`src/rtl/pcss_pkg.sv`:
```
// rtl/pcss_pkg.sv - shared state encoding and default timing constants for the timestep scheduler
package pcss_pkg;

  localparam int DATA_WIDTH = 64;
  localparam int TIK_CNT    = 8;
  localparam int TIK_LEN    = 7;
  localparam int DRAIN_CYC  = 16;

  typedef enum logic [2:0] {
    ST_IDLE,
    ST_CFG,
    ST_SPK,
    ST_DRAIN,
    ST_TIK,
    ST_DONE
  } state_e;

  function automatic int max_int(input int a, input int b);
    return (a > b) ? a : b;
  endfunction

endpackage

```
`src/rtl/pcss_step_sched_if.sv`:
```
// rtl/pcss_step_sched_if.sv - one stream channel (tdata/tvalid/tready/tlast/tkeep)
interface pcss_step_sched_if #(
  parameter int DATA_WIDTH = 64
);
  logic [DATA_WIDTH-1:0]   tdata;
  logic                    tvalid;
  logic                    tready;
  logic                    tlast;
  logic [DATA_WIDTH/8-1:0] tkeep;

  modport master (output tdata, output tvalid, output tlast, output tkeep, input tready);
  modport slave  (input tdata, input tvalid, input tlast, input tkeep, output tready);
endinterface

```
`src/rtl/pcss_cyc_timer.sv`:
```
// rtl/pcss_cyc_timer.sv - loadable down-counter; expire is high in the last counted cycle
module pcss_cyc_timer #(
  parameter int W = 5
) (
  input  logic         clk,
  input  logic         rst_n,
  input  logic         load,
  input  logic [W-1:0] load_val,
  output logic         expire
);

  logic [W-1:0] cnt_q;
  logic [W-1:0] cnt_d;

  // A load on the expiring cycle wins, so DRAIN can chain straight into TIK.
  always_comb begin
    cnt_d = cnt_q;
    if (load) begin
      cnt_d = load_val;
    end else if (cnt_q != '0) begin
      cnt_d = cnt_q - 1'b1;
    end
  end

  assign expire = (cnt_q == W'(1));

  always_ff @(posedge clk or negedge rst_n) begin
    if (!rst_n) begin
      cnt_q <= '0;
    end else begin
      cnt_q <= cnt_d;
    end
  end

endmodule

```
`src/rtl/pcss_step_sched.sv`:
```
// rtl/pcss_step_sched.sv - muxes cfg/spike streams onto one output and paces spike frames with tik pulses
module pcss_step_sched
  import pcss_pkg::*;
#(
  parameter int DATA_WIDTH = pcss_pkg::DATA_WIDTH,
  parameter int TIK_CNT    = pcss_pkg::TIK_CNT,
  parameter int TIK_LEN    = pcss_pkg::TIK_LEN,
  parameter int DRAIN_CYC  = pcss_pkg::DRAIN_CYC
) (
  input  logic                clk,
  input  logic                rst_n,
  input  logic                start,
  input  logic                cfg_en,
  input  logic [TIK_CNT-1:0]  num_steps,
  pcss_step_sched_if.slave    s_cfg,
  pcss_step_sched_if.slave    s_spk,
  pcss_step_sched_if.master   m,
  output logic                tik,
  output logic [TIK_CNT-1:0]  step_cnt,
  output logic                busy,
  output logic                done
);

  localparam int TMR_W = $clog2(max_int(TIK_LEN, DRAIN_CYC) + 1);

  state_e               state_q, state_d;
  logic [TIK_CNT-1:0]   num_steps_q, num_steps_d;
  logic [TIK_CNT-1:0]   step_cnt_q, step_cnt_d;
  logic                 tik_q, tik_d;
  logic                 busy_q, busy_d;
  logic                 done_q, done_d;
  logic                 tmr_load;
  logic [TMR_W-1:0]     tmr_val;
  logic                 tmr_expire;
  logic                 cfg_last_fire;
  logic                 spk_last_fire;

  // Zero-latency pass-through of whichever source the FSM currently owns.
  always_comb begin
    m.tdata      = {DATA_WIDTH{1'b0}};
    m.tkeep      = {(DATA_WIDTH/8){1'b0}};
    m.tvalid     = 1'b0;
    m.tlast      = 1'b0;
    s_cfg.tready = 1'b0;
    s_spk.tready = 1'b0;
    case (state_q)
      ST_CFG: begin
        m.tdata      = s_cfg.tdata;
        m.tkeep      = s_cfg.tkeep;
        m.tvalid     = s_cfg.tvalid;
        m.tlast      = s_cfg.tlast;
        s_cfg.tready = m.tready;
      end
      ST_SPK: begin
        m.tdata      = s_spk.tdata;
        m.tkeep      = s_spk.tkeep;
        m.tvalid     = s_spk.tvalid;
        m.tlast      = s_spk.tlast;
        s_spk.tready = m.tready;
      end
      default: ;
    endcase
  end

  assign cfg_last_fire = (state_q == ST_CFG) && s_cfg.tvalid && m.tready && s_cfg.tlast;
  assign spk_last_fire = (state_q == ST_SPK) && s_spk.tvalid && m.tready && s_spk.tlast;

  always_comb begin
    state_d     = state_q;
    num_steps_d = num_steps_q;
    step_cnt_d  = step_cnt_q;
    tik_d       = tik_q;
    tmr_load    = 1'b0;
    tmr_val     = TMR_W'(DRAIN_CYC);
    case (state_q)
      ST_IDLE, ST_DONE: begin
        if (start) begin
          num_steps_d = num_steps;
          step_cnt_d  = '0;
          if (cfg_en)                 state_d = ST_CFG;
          else if (num_steps != '0)   state_d = ST_SPK;
          else                        state_d = ST_DONE;
        end
      end
      ST_CFG: begin
        if (cfg_last_fire) state_d = (num_steps_q != '0) ? ST_SPK : ST_DONE;
      end
      ST_SPK: begin
        if (spk_last_fire) begin
          state_d  = ST_DRAIN;
          tmr_load = 1'b1;
        end
      end
      ST_DRAIN: begin
        if (tmr_expire) begin
          state_d  = ST_TIK;
          tik_d    = 1'b1;
          tmr_load = 1'b1;
          tmr_val  = TMR_W'(TIK_LEN);
        end
      end
      ST_TIK: begin
        if (tmr_expire) begin
          tik_d      = 1'b0;
          step_cnt_d = step_cnt_q + 1'b1;
          state_d    = (step_cnt_d == num_steps_q) ? ST_DONE : ST_SPK;
        end
      end
      default: state_d = ST_IDLE;
    endcase
    busy_d = (state_d == ST_CFG) || (state_d == ST_SPK) || (state_d == ST_DRAIN) || (state_d == ST_TIK);
    done_d = (state_d == ST_DONE);
  end

  always_ff @(posedge clk or negedge rst_n) begin
    if (!rst_n) begin
      state_q     <= ST_IDLE;
      num_steps_q <= '0;
      step_cnt_q  <= '0;
      tik_q       <= 1'b0;
      busy_q      <= 1'b0;
      done_q      <= 1'b0;
    end else begin
      state_q     <= state_d;
      num_steps_q <= num_steps_d;
      step_cnt_q  <= step_cnt_d;
      tik_q       <= tik_d;
      busy_q      <= busy_d;
      done_q      <= done_d;
    end
  end

  pcss_cyc_timer #(.W(TMR_W)) u_tmr (
    .clk      (clk),
    .rst_n    (rst_n),
    .load     (tmr_load),
    .load_val (tmr_val),
    .expire   (tmr_expire)
  );

  assign tik      = tik_q;
  assign step_cnt = step_cnt_q;
  assign busy     = busy_q;
  assign done     = done_q;

endmodule

```
`src/flat_wrapper.sv`:
```
// flat-port wrapper written by rule: the top's interface ports become plain ports
module pcss_step_sched_flat import pcss_pkg::*;
#(
  parameter int DATA_WIDTH = pcss_pkg::DATA_WIDTH,
  parameter int TIK_CNT    = pcss_pkg::TIK_CNT,
  parameter int TIK_LEN    = pcss_pkg::TIK_LEN,
  parameter int DRAIN_CYC  = pcss_pkg::DRAIN_CYC
)
  (clk, rst_n, start, cfg_en, num_steps, tik, step_cnt, busy, done, s_cfg_tdata, s_cfg_tvalid, s_cfg_tlast, s_cfg_tkeep, s_cfg_tready, s_spk_tdata, s_spk_tvalid, s_spk_tlast, s_spk_tkeep, s_spk_tready, m_tdata, m_tvalid, m_tlast, m_tkeep, m_tready);
  pcss_step_sched_if #(.DATA_WIDTH(DATA_WIDTH)) s_cfg_i ();
  pcss_step_sched_if #(.DATA_WIDTH(DATA_WIDTH)) s_spk_i ();
  pcss_step_sched_if #(.DATA_WIDTH(DATA_WIDTH)) m_i ();
  input  logic clk;
  input  logic rst_n;
  input  logic start;
  input  logic cfg_en;
  input  logic [TIK_CNT-1:0] num_steps;
  output logic tik;
  output logic [TIK_CNT-1:0] step_cnt;
  output logic busy;
  output logic done;
  input wire logic [$bits(s_cfg_i.tdata)-1:0] s_cfg_tdata;
  input wire logic [$bits(s_cfg_i.tvalid)-1:0] s_cfg_tvalid;
  input wire logic [$bits(s_cfg_i.tlast)-1:0] s_cfg_tlast;
  input wire logic [$bits(s_cfg_i.tkeep)-1:0] s_cfg_tkeep;
  output wire logic [$bits(s_cfg_i.tready)-1:0] s_cfg_tready;
  input wire logic [$bits(s_spk_i.tdata)-1:0] s_spk_tdata;
  input wire logic [$bits(s_spk_i.tvalid)-1:0] s_spk_tvalid;
  input wire logic [$bits(s_spk_i.tlast)-1:0] s_spk_tlast;
  input wire logic [$bits(s_spk_i.tkeep)-1:0] s_spk_tkeep;
  output wire logic [$bits(s_spk_i.tready)-1:0] s_spk_tready;
  output wire logic [$bits(m_i.tdata)-1:0] m_tdata;
  output wire logic [$bits(m_i.tvalid)-1:0] m_tvalid;
  output wire logic [$bits(m_i.tlast)-1:0] m_tlast;
  output wire logic [$bits(m_i.tkeep)-1:0] m_tkeep;
  input wire logic [$bits(m_i.tready)-1:0] m_tready;
  assign s_cfg_i.tdata = s_cfg_tdata;
  assign s_cfg_i.tvalid = s_cfg_tvalid;
  assign s_cfg_i.tlast = s_cfg_tlast;
  assign s_cfg_i.tkeep = s_cfg_tkeep;
  assign s_cfg_tready = s_cfg_i.tready;
  assign s_spk_i.tdata = s_spk_tdata;
  assign s_spk_i.tvalid = s_spk_tvalid;
  assign s_spk_i.tlast = s_spk_tlast;
  assign s_spk_i.tkeep = s_spk_tkeep;
  assign s_spk_tready = s_spk_i.tready;
  assign m_tdata = m_i.tdata;
  assign m_tvalid = m_i.tvalid;
  assign m_tlast = m_i.tlast;
  assign m_tkeep = m_i.tkeep;
  assign m_i.tready = m_tready;
  pcss_step_sched #(.DATA_WIDTH(DATA_WIDTH), .TIK_CNT(TIK_CNT), .TIK_LEN(TIK_LEN), .DRAIN_CYC(DRAIN_CYC)) u_core (.clk(clk), .rst_n(rst_n), .start(start), .cfg_en(cfg_en), .num_steps(num_steps), .s_cfg(s_cfg_i), .s_spk(s_spk_i), .m(m_i), .tik(tik), .step_cnt(step_cnt), .busy(busy), .done(done));
endmodule
```
`config.mk`:
```
export PLATFORM = sky130hd
export DESIGN_NAME = pcss_step_sched_flat
export DESIGN_NICKNAME = d
export VERILOG_FILES = /design/src/rtl/pcss_pkg.sv /design/src/rtl/pcss_step_sched_if.sv /design/src/rtl/pcss_cyc_timer.sv /design/src/rtl/pcss_step_sched.sv /design/src/flat_wrapper.sv
export SDC_FILE = /design/constraint.sdc
export NUM_CORES = 1
export LEC_CHECK = 0
export BUFFER_PORTS_ARGS = -buffer_cell sky130_fd_sc_hd__buf_2
export CORE_AREA = 2 2 103 95
export DETAILED_ROUTE_END_ITERATION = 6
export DIE_AREA = 0 0 105 97
export MAX_ROUTING_LAYER = met4
export PLACE_DENSITY_LB_ADDON = 0.12
export SLEW_MARGIN = 20
export SYNTH_ARGS = -nofsm -noshare
export SYNTH_HDL_FRONTEND = slang
export SYNTH_SLANG_ARGS = --single-unit
```
`constraint.sdc`:
```
create_clock -name clk -period 2.51 [get_ports clk]
set_input_delay 0.502 -clock clk [delete_from_list [all_inputs] [get_ports clk]]
set_output_delay 0.502 -clock clk [all_outputs]
set_load 0.01 [all_outputs]
```
### Word-level counts from Yosys, hierarchy flattened

Index checks and enable logic that the tools add are counted.

* add/sub/neg operators: 2
* eq/ne operators: 15
* mux-type cells: 29
* reduce and logical (&&, ||, !) cells: 20

Operators with widths (number)
* one-hot mux 64 bit (2 select lines): 1
* one-hot mux 8 bit (2 select lines): 2
* 2-to-1 mux 3 bit: 9
* 2-to-1 mux 5 bit: 4
* 2-to-1 mux 8 bit: 2
* nonzero test 8 bit: 2
* one-hot mux 3 bit (5 select lines): 1
* equality test 3 x 2 -> 1 bit (second input constant): 4
* equality test 3 bit (second input constant): 4
* adder 8 x 1 -> 8 bit (second input constant): 1
* equality test 8 bit: 1
* one-hot mux 1 bit (2 select lines): 4
* equality test 3 x 1 -> 1 bit (second input constant): 2
* logical AND 1 bit: 6
* 2-to-1 mux 1 bit: 6
* AND reduction 3 bit: 2
* nonzero test 2 bit: 3
* equality test 5 x 1 -> 1 bit (second input constant): 1
* nonzero test 5 bit: 1
* subtractor 5 x 1 -> 5 bit (second input constant): 1
* != test 2 x 1 -> 1 bit (second input constant): 2
* zero test 3 bit: 1
* logical OR 1 bit: 3
* != test 2 bit (second input constant): 1
* other kinds (2): 2

* flip-flop bits (word level): 27
* input bits: 161
* output and inout port bits: 87
* logic and storage cells: 73

### Logic depth before layout (Yosys ltp)

Gate-level depths: netlist (run 1).

* word-level depth: 10
* gate-level depth with buffers: 10
* mapped depth without buffers: 7

### By module

A second synthesis (run 1) with hierarchy kept.

* cells, all modules: 264
* area, all modules: 2399.8 um^2

Modules (own cells, without submodules)
* pcss_step_sched: instances 1, cells each 235, area each 2097.0 um^2, sequential area each 550.5 um^2
* pcss_cyc_timer: instances 1, cells each 29, area each 302.8 um^2, sequential area each 125.1 um^2

### Least setup slack after synthesis (run 1)

No wires, ideal clock.

* kind: reg-to-output
* start: reg u_core.state_q[1]
* end: out m_tdata[16]
* arrival time: 1.805 ns
* data required time: 2.008 ns
* slack: 0.203 ns
* cell stages (with the launch flop): 6
* buffers on the path: 3
* cells stage by stage: dfrtp_1 clkbuf_1 nor3b_1 clkbuf_1 buf_1 a22o_1

* cells in the longest elaborated chain, start to end: 2
* elaborated cells on any way between the ends: 3
* those cells by class: eq/ne (2); mux (1)

RTL lines
* start: declaration: line pcss_step_sched.sv:26 `state_e state_q, state_d;`
* start signal: assignment: line pcss_step_sched.sv:124 `state_q <= state_d;`
* equality test 3 x 2 -> 1 bit / equality test 3 x 1 -> 1 bit (equally long branches): line pcss_step_sched.sv:46 `case (state_q)`
* one-hot mux 64 bit (2 select lines) (*): line pcss_step_sched.sv:46
* end: declaration: line flat_wrapper.sv:32 `output wire logic [$bits(m_i.tdata)-1:0] m_tdata;`

Every way passes the cells marked *; elsewhere a longest branch is shown, timed or not.

### Final worst setup path (run 1)

* start: reg u_core.state_q[2]
* end: out m_tdata[4]

The elaborated chain is that of the path after synthesis.

==> results by group, run 1 <==
Critical path
  – Critical path class: reg -> out
  – Reg2reg path depth: 7
  – Worst EP arrival: 1.85 ns
  – Crit. End Element: output pin
  – Startpoint types: flip-flop
  – WP data required: 2.01 ns
  – Max FO, Critical Path: 34

Synth
  – Main area contributors after synthesis: dfrtp_1 28%, a22o_1 28%, mux2_2 4.2%
  – Post-synth cell types: 46
  – Most frequent cell after synthesis: a22o_1
  – Ys flop type: dfrtp_1
  – Synthesized Nets: 432
  – Cell taking the most area after synthesis: dfrtp_1
  – Area of the mapped netlist: 2386 µm²
  – Number of flops mapped to enable cells by yosys: 0
  – Synth warn: 0
  – Commonest cells post-synth: 75 x a22o_1, 27 x dfrtp_1, 19 x nand2_1, 17 x o21ai_0, 15 x clkbuf_1
  – Yosys top cell area share: 28.32%
  – FFs w/ async S/R, synth: 100.0%
  – Syn_area_per_cell: 8.903 µm²
  – Post-synthesis sequential area ratio: 28.32%
  – Seq cells post-synth: 27
  – Synthesized instance count: 268

GRT
  – Vias in the first global route: 3084
  – Met3 usage: 4.111%
  – Initial antenna violation count: 3
  – Grt ovf: 0
  – GR Layer Usage met1: 30.47%
  – GR peak layer: met2
  – First-pass GRT wire length: 17.60 mm
  – Tot GR Track Use: 23.06%
  – Met2 usage: 36.46%
  – Largest net degree at the start of global routing: 76

Power
  – Maximum vdd drop: 403.4 µV
  – Lkg Pwr: 2.113 nW
  – Power per cell area: 976.7 nW/µm²

Clock network
  – CTS Buffer Depth: 2
  – CTS HTree Levels: 1
  – Hold_buf cts: 0
  – Worst skew pair latency: 0.28 ns
  – CTS tree: done
  – Num CTS Buffers: 3
  – Root buf cell: clkbuf_8
  – Worst-path clk slew: 0.10 ns
  – Clock Sinks: 27

Floorplan
  – Ports: 248
  – Area of the core: 9001 µm²
  – Initial Utilization: 26.51%
  – Die area: 10190 µm²
  – Die Span X: 105 µm
  – Cell row count: 33
  – Die Span Y: 97 µm

STA
  – RSZ-0062 raised after global routing: no
  – Fin. Hold Viols: 0
  – Slew HR: 57.69%
  – Tcrit/Tclk final: 93.90%
  – Final setup violation count: 0
  – Setup TNS: 0 ns
  – Post-route setup slack: 0.1531 ns
  – Worst Skew: 0.002124 ns
  – Max Clk Rate: 424.3 MHz
  – Post-route minimum period: 2.357 ns
  – Final max-slew violation count: 0
  – Slew @ Worst Pin: 0.6320 ns

Routing
  – Vias per cell: 5.081
  – Final antenna-violating net count: 0
  – DR pass1 iterations: 4
  – Total Wirelength: 12.18 mm
  – Drt initial violations: 144
  – Total number of vias: 3206
  – Drc violations: 0
  – Avg WL per Cell: 19.31 µm

Placement
  – DP Wirelength: 10.07 mm
  – Cell Count Post-Placement: 622
  – Setup slack at placement: 0.1742 ns
  – Placer Congestion: 0.9106
  – # port buffers: 247

Finish
  – Fill cells: 986
  – Share of layout cells above drive strength 1: 55.16%
  – Area grow syn2layout: 60.67%
  – Final std cells w/o fill: 631
  – Net count, final: 669

Run status
  – Status: finished, final reports clean

Job
  – Max-cap violations: 0

Min path
  – Hold Crit Class: in -> async
[cell families (layout without fill, tap and decap cells)]
kind of cell             count (synthesis)  in the layout  share of synthesized area (%)
XOR/XNOR                                11             11                          4.038
AND/OR/NAND/NOR                         73             73                          17.41
buffers and inverters                   27            263                          5.033
other                                    0              5                              0
adder cells (fa/ha/maj)                  3              3                          1.573
AO/OA/AOI/OAI                          118            118                          39.38
multiplexers                             9              9                          4.248
flip-flops                              27             27                          28.32
[registers in the layout, summed over array words and instances, names as in the netlist]
register,count
u_core.step_cnt,8
u_core.u_tmr.cnt_q,5
u_core.num_steps_q,8
u_core.tik,1
u_core.state_q,3
u_core.done,1
u_core.busy,1
[area by class of cell]
cell class | count | area (µm²) | area share [%]
Inverter | 3 | 11.26 | 0.2937
Timing Repair Buffer | 256 | 1333 | 34.76
Tap cell | 122 | 152.6 | 3.982
Antenna cell | 5 | 12.51 | 0.3264
Clock buffer | 3 | 41.29 | 1.077
Sequential cell | 27 | 675.6 | 17.62
Clock inverter | 1 | 5.005 | 0.1305
Multi-Input combinational cell | 214 | 1603 | 41.81
[per-layer routing]
metal	up-vias	routed length, µm
met5	-	0
met4	0	180
met3	12	850
met2	126	5851
met1	1531	5301
li1	1537	-
[placed cells by master (no fill, tap or decap), types with 3 or more instances in the layout]
master / count
buf_2: 247
a22o_1: 75
dfrtp_1: 27
nand2_1: 19
o21ai_0: 17
mux2_2: 9
nor2b_1: 8
a21oi_1: 8
nor2_1: 8
xnor2_1: 7
buf_4: 6
diode_2: 5
nor3_1: 5
xor2_1: 4
and3_1: 4
nand2b_1: 3
nand3_1: 3
nand4_1: 3
nor4_1: 3
inv_1: 3
a31oi_1: 3
ha_1: 3
clkbuf_8: 3
[worst paths after layout]
check                                        endpoint  slack [ns]                   from
worst max register to register     u_core.step_cnt[7]        0.17  u_core.u_tmr.cnt_q[1]
worst min-delay path            u_core.num_steps_q[5]        0.23                  rst_n
min in group clk                u_core.num_steps_q[5]        0.46           num_steps[5]
max in group asynchronous           u_core.state_q[2]        1.87                  rst_n
worst min register to register             u_core.tik        0.49             u_core.tik
worst max-delay path                       m_tdata[4]        0.15      u_core.state_q[2]
[power by group]
part           switching [mW]  leakage, nW  internal [mW]
registers               0.180        0.343          0.598
logic                    1.44         1.74           1.26
clock network           0.149       0.0255          0.112
[critical path, cell delays in order (launching register included)]
cell	delay (ns)
dfrtp_1	0.50
nor3b_2	0.41
buf_6	0.32
a22o_1	0.20
buf_2	0.14
[what timing repair did]
| item | in CTS | in global routing |
|---|---|---|
| resized for setup | 0 | 1 |
| hold endpoints to repair | 0 | 0 |
| setup endpoints to repair | 0 | 5 |
| buffers inserted | 0 | 0 |
[stage by stage]
stage / power (mW) / instance area (µm²) / util [%] / hold WS, ns
6_report: 3.744 / 3834 / 42.59 / 0.2319
5_1_grt: 4.019 / 3829 / 42.54 / 0.2606
4_1_cts: 3.741 / 3817 / 42.41 / 0.2512
3_5_place_dp: 3.460 / 3771 / 41.90 / 0.4845
3_3_place_gp: 3.453 / 3771 / 41.90 / 0.4880
2_1_floorplan: 2.443 / 2386 / - / 0.2064
Power figures use the tool's default switching activity.
==> run 2, diff against run 1 <==
Settings changed: ABC_AREA from default to 1, CORE_AREA 2 2 103 95 to 2 2 110 101, DIE_AREA 0 0 105 97 to 0 0 112 103.
==> run 2 against run 1 <==
  * First-iteration DRC count increased by 39%
  * Via count increased by 19%
  * Worst setup slack improved by 0.053 ns
  * Cell count increased by 36%
  * Sequential power decreased by 6.8%
  * Clock power increased by 46%
  * Highest routed layer unchanged
  * Sequential share of layout area decreased by 1.8 points
  * Wire length decreased by 7.1%
  * Worst hold slack improved by 0.020 ns
  * Critical path depth increased by 1
  * Die area increased by 13%
==> results by group, run 2 <==
Floorplan
  – Ports: 248 (unchanged)
  – Die Span X: 112 µm (was 105 µm)
  – Die Span Y: 103 µm (was 97 µm)
  – Initial Utilization: 26.21% (was 26.51%)
  – Cell row count: 36 (was 33)
  – Area of the core: 10540 µm² (was 9001 µm²)
  – Die area: 11540 µm² (was 10190 µm²)

Clock network
  – Num CTS Buffers: 3 (unchanged)
  – Hold_buf cts: 0 (unchanged)
  – Worst skew pair latency: 0.27 ns (was 0.28 ns)
  – CTS HTree Levels: 1 (unchanged)
  – CTS Buffer Depth: 2 (unchanged)
  – Postcts setup bufs: 0 (unchanged)
  – Clock Sinks: 27 (unchanged)
  – Root buf cell: clkbuf_16 (was clkbuf_8)
  – CTS tree: done (unchanged)
  – CTS-repair resized insts: 0 (unchanged)
  – Worst-path clk slew: 0.07 ns (was 0.10 ns)

Critical path
  – Max FO, Critical Path: 64 (was 34)
  – Worst EP arrival: 1.80 ns (was 1.85 ns)
  – Critical path class: reg -> out (unchanged)
  – Crit. End Element: output pin (unchanged)
  – Flop-to-flop setup slack: 0.61 ns (was 0.17 ns)
  – Startpoint types: flip-flop (unchanged)
  – WP data required: 2.01 ns (about the same)

Synth
  – Post-synthesis compound-gate area fraction: 19.93% (was 39.38%)
  – Synthesized instance count: 486 (was 268)
  – Ys flop type: dfrtp_1 (unchanged)
  – Post-synth cell types: 31 (was 46)
  – Yosys top cell area share: 24.46% (was 28.32%)
  – Synth warn: 0 (unchanged)
  – FFs w/ async S/R, synth: 100.0% (unchanged)
  – Post-synthesis sequential area ratio: 24.46% (was 28.32%)
  – Post-synthesis mux area share: 0% (was 4.248%)
  – Syn_area_per_cell: 5.684 µm² (was 8.903 µm²)
  – Largest family of logic cells by synthesized area: simple AND/OR/NAND/NOR gates (was compound AO/OA/AOI/OAI gates)
  – Cell taking the most area after synthesis: dfrtp_1 (unchanged)
  – Area of the mapped netlist: 2763 µm² (was 2386 µm²)
  – Post-Synth XOR/XNOR Area: 0.3170% (was 4.038%)
  – Synthesized Nets: 650 (was 432)
  – Most frequent cell after synthesis: nand2_1 (was a22o_1)
  – Seq cells post-synth: 27 (unchanged)
  – Post-Synth Adder-Cell Area: 1.359% (was 1.573%)
  – Post-synthesis simple-gate area fraction: 35.60% (was 17.41%)
  – Commonest cells post-synth: 137 x nand2_1, 113 x inv_1, 88 x o21ai_0, 27 x dfrtp_1, 23 x nand3_1 (was 75 x a22o_1, 27 x dfrtp_1, 19 x nand2_1, 17 x o21ai_0, 15 x clkbuf_1)
  – Number of flops mapped to enable cells by yosys: 0 (unchanged)
  – Main area contributors after synthesis: dfrtp_1 24%, nand2_1 19%, o21ai_0 16% (was dfrtp_1 28%, a22o_1 28%, mux2_2 4.2%)

Finish
  – Area grow syn2layout: 54.21% (was 60.67%)
  – Share of layout cells above drive strength 1: 40.14% (was 55.16%)
  – Most common cell after layout, fill and taps aside: buf_2 (unchanged)
  – Net count, final: 890 (was 669)
  – Fill cells: 1154 (was 986)
  – Most frequent cells in the layout: 247 x buf_2, 137 x nand2_1, 113 x inv_1 (was 247 x buf_2, 75 x a22o_1, 27 x dfrtp_1)

GRT
  – GR Layer Usage met1: 23.05% (was 30.47%)
  – Grt ovf: 0 (unchanged)
  – Largest net degree at the start of global routing: 73 (was 76)
  – Met3 usage: 4.409% (was 4.111%)
  – Tot GR Track Use: 18.24% (was 23.06%)
  – Met2 usage: 30.86% (was 36.46%)
  – First-pass GRT wire length: 16.68 mm (was 17.60 mm)
  – GR peak layer: met2 (unchanged)
  – Vias in the first global route: 3372 (was 3084)
  – Initial antenna violation count: 2 (was 3)

Power
  – Power per cell area: 903.4 nW/µm² (was 976.7 nW/µm²)
  – Maximum vdd drop: 706.5 µV (was 403.4 µV)
  – Lkg Pwr: 2.630 nW (was 2.113 nW)

Placement
  – DP Wirelength: 9.520 mm (was 10.07 mm)
  – # port buffers: 247 (unchanged)
  – Placer Congestion: 0.8356 (was 0.9106)

STA
  – Slew @ Worst Pin: 0.6350 ns (was 0.6320 ns)
  – Hold slack: 0.2517 ns (was 0.2319 ns)
  – Final setup violation count: 0 (unchanged)
  – Slew HR: 57.67% (was 57.69%)
  – Max Clk Rate: 434.1 MHz (was 424.3 MHz)
  – Worst Skew: 0.005166 ns (was 0.002124 ns)
  – Final max-slew violation count: 0 (unchanged)
  – Fin. Hold Viols: 0 (unchanged)
  – Post-route minimum period: 2.303 ns (was 2.357 ns)
  – Tcrit/Tclk final: 91.77% (was 93.90%)
  – RSZ-0062 raised after global routing: no (unchanged)
  – Setup TNS: 0 ns (unchanged)

Min path
  – Hold Crit Class: in -> async (unchanged)

Routing
  – Drt initial violations: 200 (was 144)
  – Avg WL per Cell: 13.16 µm (was 19.31 µm)
  – Drc violations: 0 (unchanged)
  – Total number of vias: 3803 (was 3206)
  – Vias per cell: 4.422 (was 5.081)
  – Total Wirelength: 11.32 mm (was 12.18 mm)
  – DR pass1 iterations: 4 (unchanged)
  – Final antenna-violating net count: 0 (unchanged)

Job
  – Max-cap violations: 0 (unchanged)

Run status
  – Status: finished, final reports clean (unchanged)
==> run 2: per-layer routing <==
metal | up-vias | wire length (µm) | part of all wire, %
met1 | 1651 | 4825 | 43
met2 | 162 | 5505 | 49
met5 | - | 0 | 0
met3 | 4 | 932 | 8.2
li1 | 1986 | - | -
met4 | 0 | 55 | 0.49
==> run 2: path summary, 6_finish.rpt <==
kind,start,to,cells after the start
min in group clk,u_core.tik,u_core.tik,2
max in group asynchronous,rst_n,u_core.step_cnt[5],1
max,u_core.state_q[0],m_tdata[8],5
min,rst_n,u_core.num_steps_q[2],1
max reg2reg,u_core.step_cnt[0],u_core.busy,15
min reg2reg,u_core.tik,u_core.tik,2
==> run 2: cell families after synthesis <==
logic type	Yosys count
fa+ha+maj	3
flops	27
xor+xnor	1
buf+inv	135
compound gates	105
simple gates	215
==> run 2: cell type report <==
class | instances | area (µm²) | area share [%]
inverter | 119 | 446.7 | 10.48
antenna | 2 | 5.005 | 0.1175
sequential | 27 | 675.6 | 15.86
clock buffer | 3 | 75.07 | 1.762
timing repair buffer | 251 | 1291 | 30.31
multi-input combinational | 324 | 1592 | 37.36
clock inverter | 1 | 8.758 | 0.2056
tap | 133 | 166.4 | 3.906
==> run 2: report_power, final <==
| part | total (mW) | switching, mW | internal (mW) | leakage, nW |
|---|---|---|---|---|
| registers | 0.726 | 0.146 | 0.580 | 0.345 |
| clock network | 0.381 | 0.160 | 0.221 | 0.0415 |
| logic | 2.74 | 1.69 | 1.05 | 2.24 |
==> run 2: worst max-delay path: stages (launching register included) <==
cell and delay, ns:
dfrtp_1 0.45, inv_2 0.13, nand3_2 0.26, buf_12 0.29, o21ai_0 0.22, buf_2 0.17
==> run 2: stage by stage <==
stage / area [µm²] / power, mW / util, % / worst slack, ns / std cells
detailed placement: 4172 / 3.491 / 39.58 / 0.4921 / 854
global route: 4260 / 4.256 / 40.42 / 0.06015 / 860
global placement: 4172 / 3.478 / 39.58 / 0.5180 / 854
finish: 4260 / 3.849 / 40.42 / 0.2065 / 860
floorplan: 2763 / 2.353 / - / 0.6943 / 486
CTS: 4255 / 3.894 / 40.37 / 0.1888 / 858
==> run 3, diff against run 2 <==
Settings changed: CORE_AREA 2 2 110 101 to 3 3 95 97, DIE_AREA 0 0 112 103 to 0 0 98 100.
==> run 3 against run 2 <==
  * Cell area fell by 1.6%
  * Sequential power fell by 1%
  * Register-to-register slack got worse by 0.05 ns
  * Cell count fell by 3.1%
  * Total power fell by 2.7%
  * Sequential share of layout area rose by 0.26 points
  * Global-route usage rose by 6.2 points
  * Die area fell by 15%
  * Largest cell class unchanged
  * Worst hold slack got worse by 0.028 ns
==> results by group, run 3 (same netlist as run 2, synthesis figures left out) <==
GRT
  – Tot GR Track Use: 24.46% (was 18.24%)
  – Vias in the first global route: 3664 (was 3372)
  – Initial antenna violation count: 3 (was 2)
  – First-pass GRT wire length: 18.44 mm (was 16.68 mm)
  – Largest net degree at the start of global routing: 73 (unchanged)
  – Grt ovf: 0 (unchanged)

Placement
  – # port buffers: 247 (unchanged)
  – Placer Congestion: 1.007 (was 0.8356)
  – Cell Count Post-Placement: 825 (was 854)
  – DP Wirelength: 10.46 mm (was 9.520 mm)

Floorplan
  – Die area: 9800 µm² (was 11540 µm²)
  – Area of the core: 8217 µm² (was 10540 µm²)
  – Ports: 248 (unchanged)
  – Die Span X: 98 µm (was 112 µm)
  – Initial Utilization: 33.62% (was 26.21%)
  – Cell row count: 33 (was 36)
  – Die Span Y: 100 µm (was 103 µm)

STA
  – Final max-slew violation count: 0 (unchanged)
  – Max Clk Rate: 423.5 MHz (was 434.1 MHz)
  – Slew @ Worst Pin: 0.6194 ns (was 0.6350 ns)
  – RSZ-0062 raised after global routing: no (unchanged)
  – Worst Skew: 0.003871 ns (was 0.005166 ns)
  – Setup TNS: 0 ns (unchanged)
  – Post-route minimum period: 2.361 ns (was 2.303 ns)
  – Slew HR: 58.71% (was 57.67%)
  – Fin. Hold Viols: 0 (unchanged)
  – Tcrit/Tclk final: 94.08% (was 91.77%)
  – Final setup violation count: 0 (unchanged)

Power
  – Maximum vdd drop: 576.4 µV (was 706.5 µV)
  – Power per cell area: 892.9 nW/µm² (was 903.4 nW/µm²)
  – Lkg Pwr: 2.610 nW (was 2.630 nW)

Routing
  – Vias per cell: 4.663 (was 4.422)
  – Final antenna-violating net count: 0 (unchanged)
  – Drt initial violations: 110 (was 200)
  – Drc violations: 0 (unchanged)
  – Total Wirelength: 12.39 mm (was 11.32 mm)
  – Total number of vias: 3884 (was 3803)
  – Avg WL per Cell: 14.88 µm (was 13.16 µm)
  – DR pass1 iterations: 4 (unchanged)

Finish
  – Share of layout cells above drive strength 1: 40.06% (was 40.14%)
  – Area of the multi-input gates: 1599 µm² (was 1592 µm²)
  – Most common cell after layout, fill and taps aside: buf_2 (unchanged)
  – Most frequent cells in the layout: 247 x buf_2, 137 x nand2_1, 113 x inv_1 (unchanged)
  – Fill cells: 899 (was 1154)
  – Net count, final: 889 (was 890)
  – Area grow syn2layout: 51.77% (was 54.21%)
  – Final std cells w/o fill: 833 (was 860)
  – Register Area: 675.6 µm² (unchanged)

Critical path
  – Startpoint types: flip-flop (unchanged)
  – Crit. End Element: output pin (unchanged)
  – Worst path slowest cell: dfrtp_1 (unchanged)
  – WP data required: 2.01 ns (about the same)
  – Critical path class: reg -> out (unchanged)
  – Max FO, Critical Path: 61 (was 64)
  – R2r startpoint: u_core.step_cnt[0] (unchanged)
  – WP buf/inv: 3 (unchanged)
  – Critical-path cell list: inv_2, nand3_4, buf_12, o21ai_0, buf_2 (was inv_2, nand3_2, buf_12, o21ai_0, buf_2)
  – Worst EP arrival: 1.86 ns (was 1.80 ns)
  – Critical path origin: u_core.state_q[0] (unchanged)
  – Flop-to-flop setup slack: 0.56 ns (was 0.61 ns)
  – CP top delay family: buffers and inverters (unchanged)
  – Slowest Stage Delay on Critical Path: 0.46 ns (was 0.45 ns)

Clock network
  – Clock Sinks: 27 (unchanged)
  – Postcts setup bufs: 0 (unchanged)
  – Worst skew pair latency: 0.28 ns (was 0.27 ns)
  – Root buf cell: clkbuf_8 (was clkbuf_16)
  – Worst-path clk slew: 0.10 ns (was 0.07 ns)
  – CTS Buffer Depth: 2 (unchanged)
  – CTS HTree Levels: 1 (unchanged)
  – Num CTS Buffers: 3 (unchanged)
  – CTS tree: done (unchanged)

Job
  – Max-cap violations: 0 (unchanged)

Run status
  – Status: finished, final reports clean (unchanged)

Min path
  – Hold Crit Class: in -> async (unchanged)
run 3: cell count changes in the layout (fill, tap and decap cells not counted):
cell       delta
nand3_4       +1
clkinv_2      +1
nand3_2       -1
buf_4         -1
inv_6         -1
clkbuf_16     -3
diode_2       +2
clkbuf_8      +3
run 3: routing by layer:
metal	track usage [%]	vias up	share of wire [%]
met4	5.538	0	2.0
met2	36.60	178	44
met3	4.517	16	8.1
met1	34.45	1705	46
met5	-	-	0
li1	-	1985	-
run 3: timing repair:
action / in CTS / in global routing
endpoints found under the setup margin: 0 / 2
hold buffers: 0 / 0
gates resized for setup: 0 / 1
run 3: worst reg2reg max path, stage by stage (launching register included):
cell     delay (ns)
dfrtp_1        0.53
ha_1           0.26
nand2_2        0.08
nor2_2         0.12
nand2_1        0.10
nand2_2        0.08
nand2_1        0.07
nand2_1        0.06
nand2_1        0.06
nor2_2         0.09
nand3_2        0.11
nand2_1        0.10
a21oi_1        0.08
nand2_1        0.08
nand2_1        0.04
run 3: final cells by class:
cell class,count,share of cell area (%)
Multi-Input combinational cell,324,38.14
Sequential cell,27,16.11
Clock buffer,3,0.9848
Clock inverter,1,0.1194
Tap cell,105,3.133
Antenna cell,4,0.2387
Timing Repair Buffer,250,30.62
Inverter,119,10.65
run 3: report_power, final:
group          switching (mW)  total [mW]  internal [mW]
registers               0.139       0.719          0.580
logic                    1.71        2.76           1.05
clock network           0.151       0.262          0.112
total                    2.00        3.74           1.75
run 3: worst paths after layout:
path	to	cells after the start
worst min-delay path	u_core.step_cnt[2]	1
worst max-delay path	m_tdata[15]	5
min in group clk	u_core.num_steps_q[1]	3
max in group asynchronous	u_core.num_steps_q[7]	1
worst max register to register	u_core.busy	14
worst min register to register	u_core.tik	2
run 3: per-stage QoR:
| step | setup slack, ns | total power [mW] | cell area (µm²) | utilization (%) | hold WS [ns] |
|---|---|---|---|---|---|
| after floorplan | 0.6943 | 2.353 | 2763 | - | 0.2064 |
| after global placement | 0.3939 | 3.458 | 4129 | 50.25 | 0.4527 |
| after detailed placement | 0.3242 | 3.483 | 4129 | 50.25 | 0.4584 |
| after CTS | 0.002761 | 3.757 | 4175 | 50.81 | 0.2442 |
| after global routing | 0.02812 | 4.121 | 4190 | 51.00 | 0.2742 |
| final | 0.1486 | 3.744 | 4193 | 51.03 | 0.2232 |
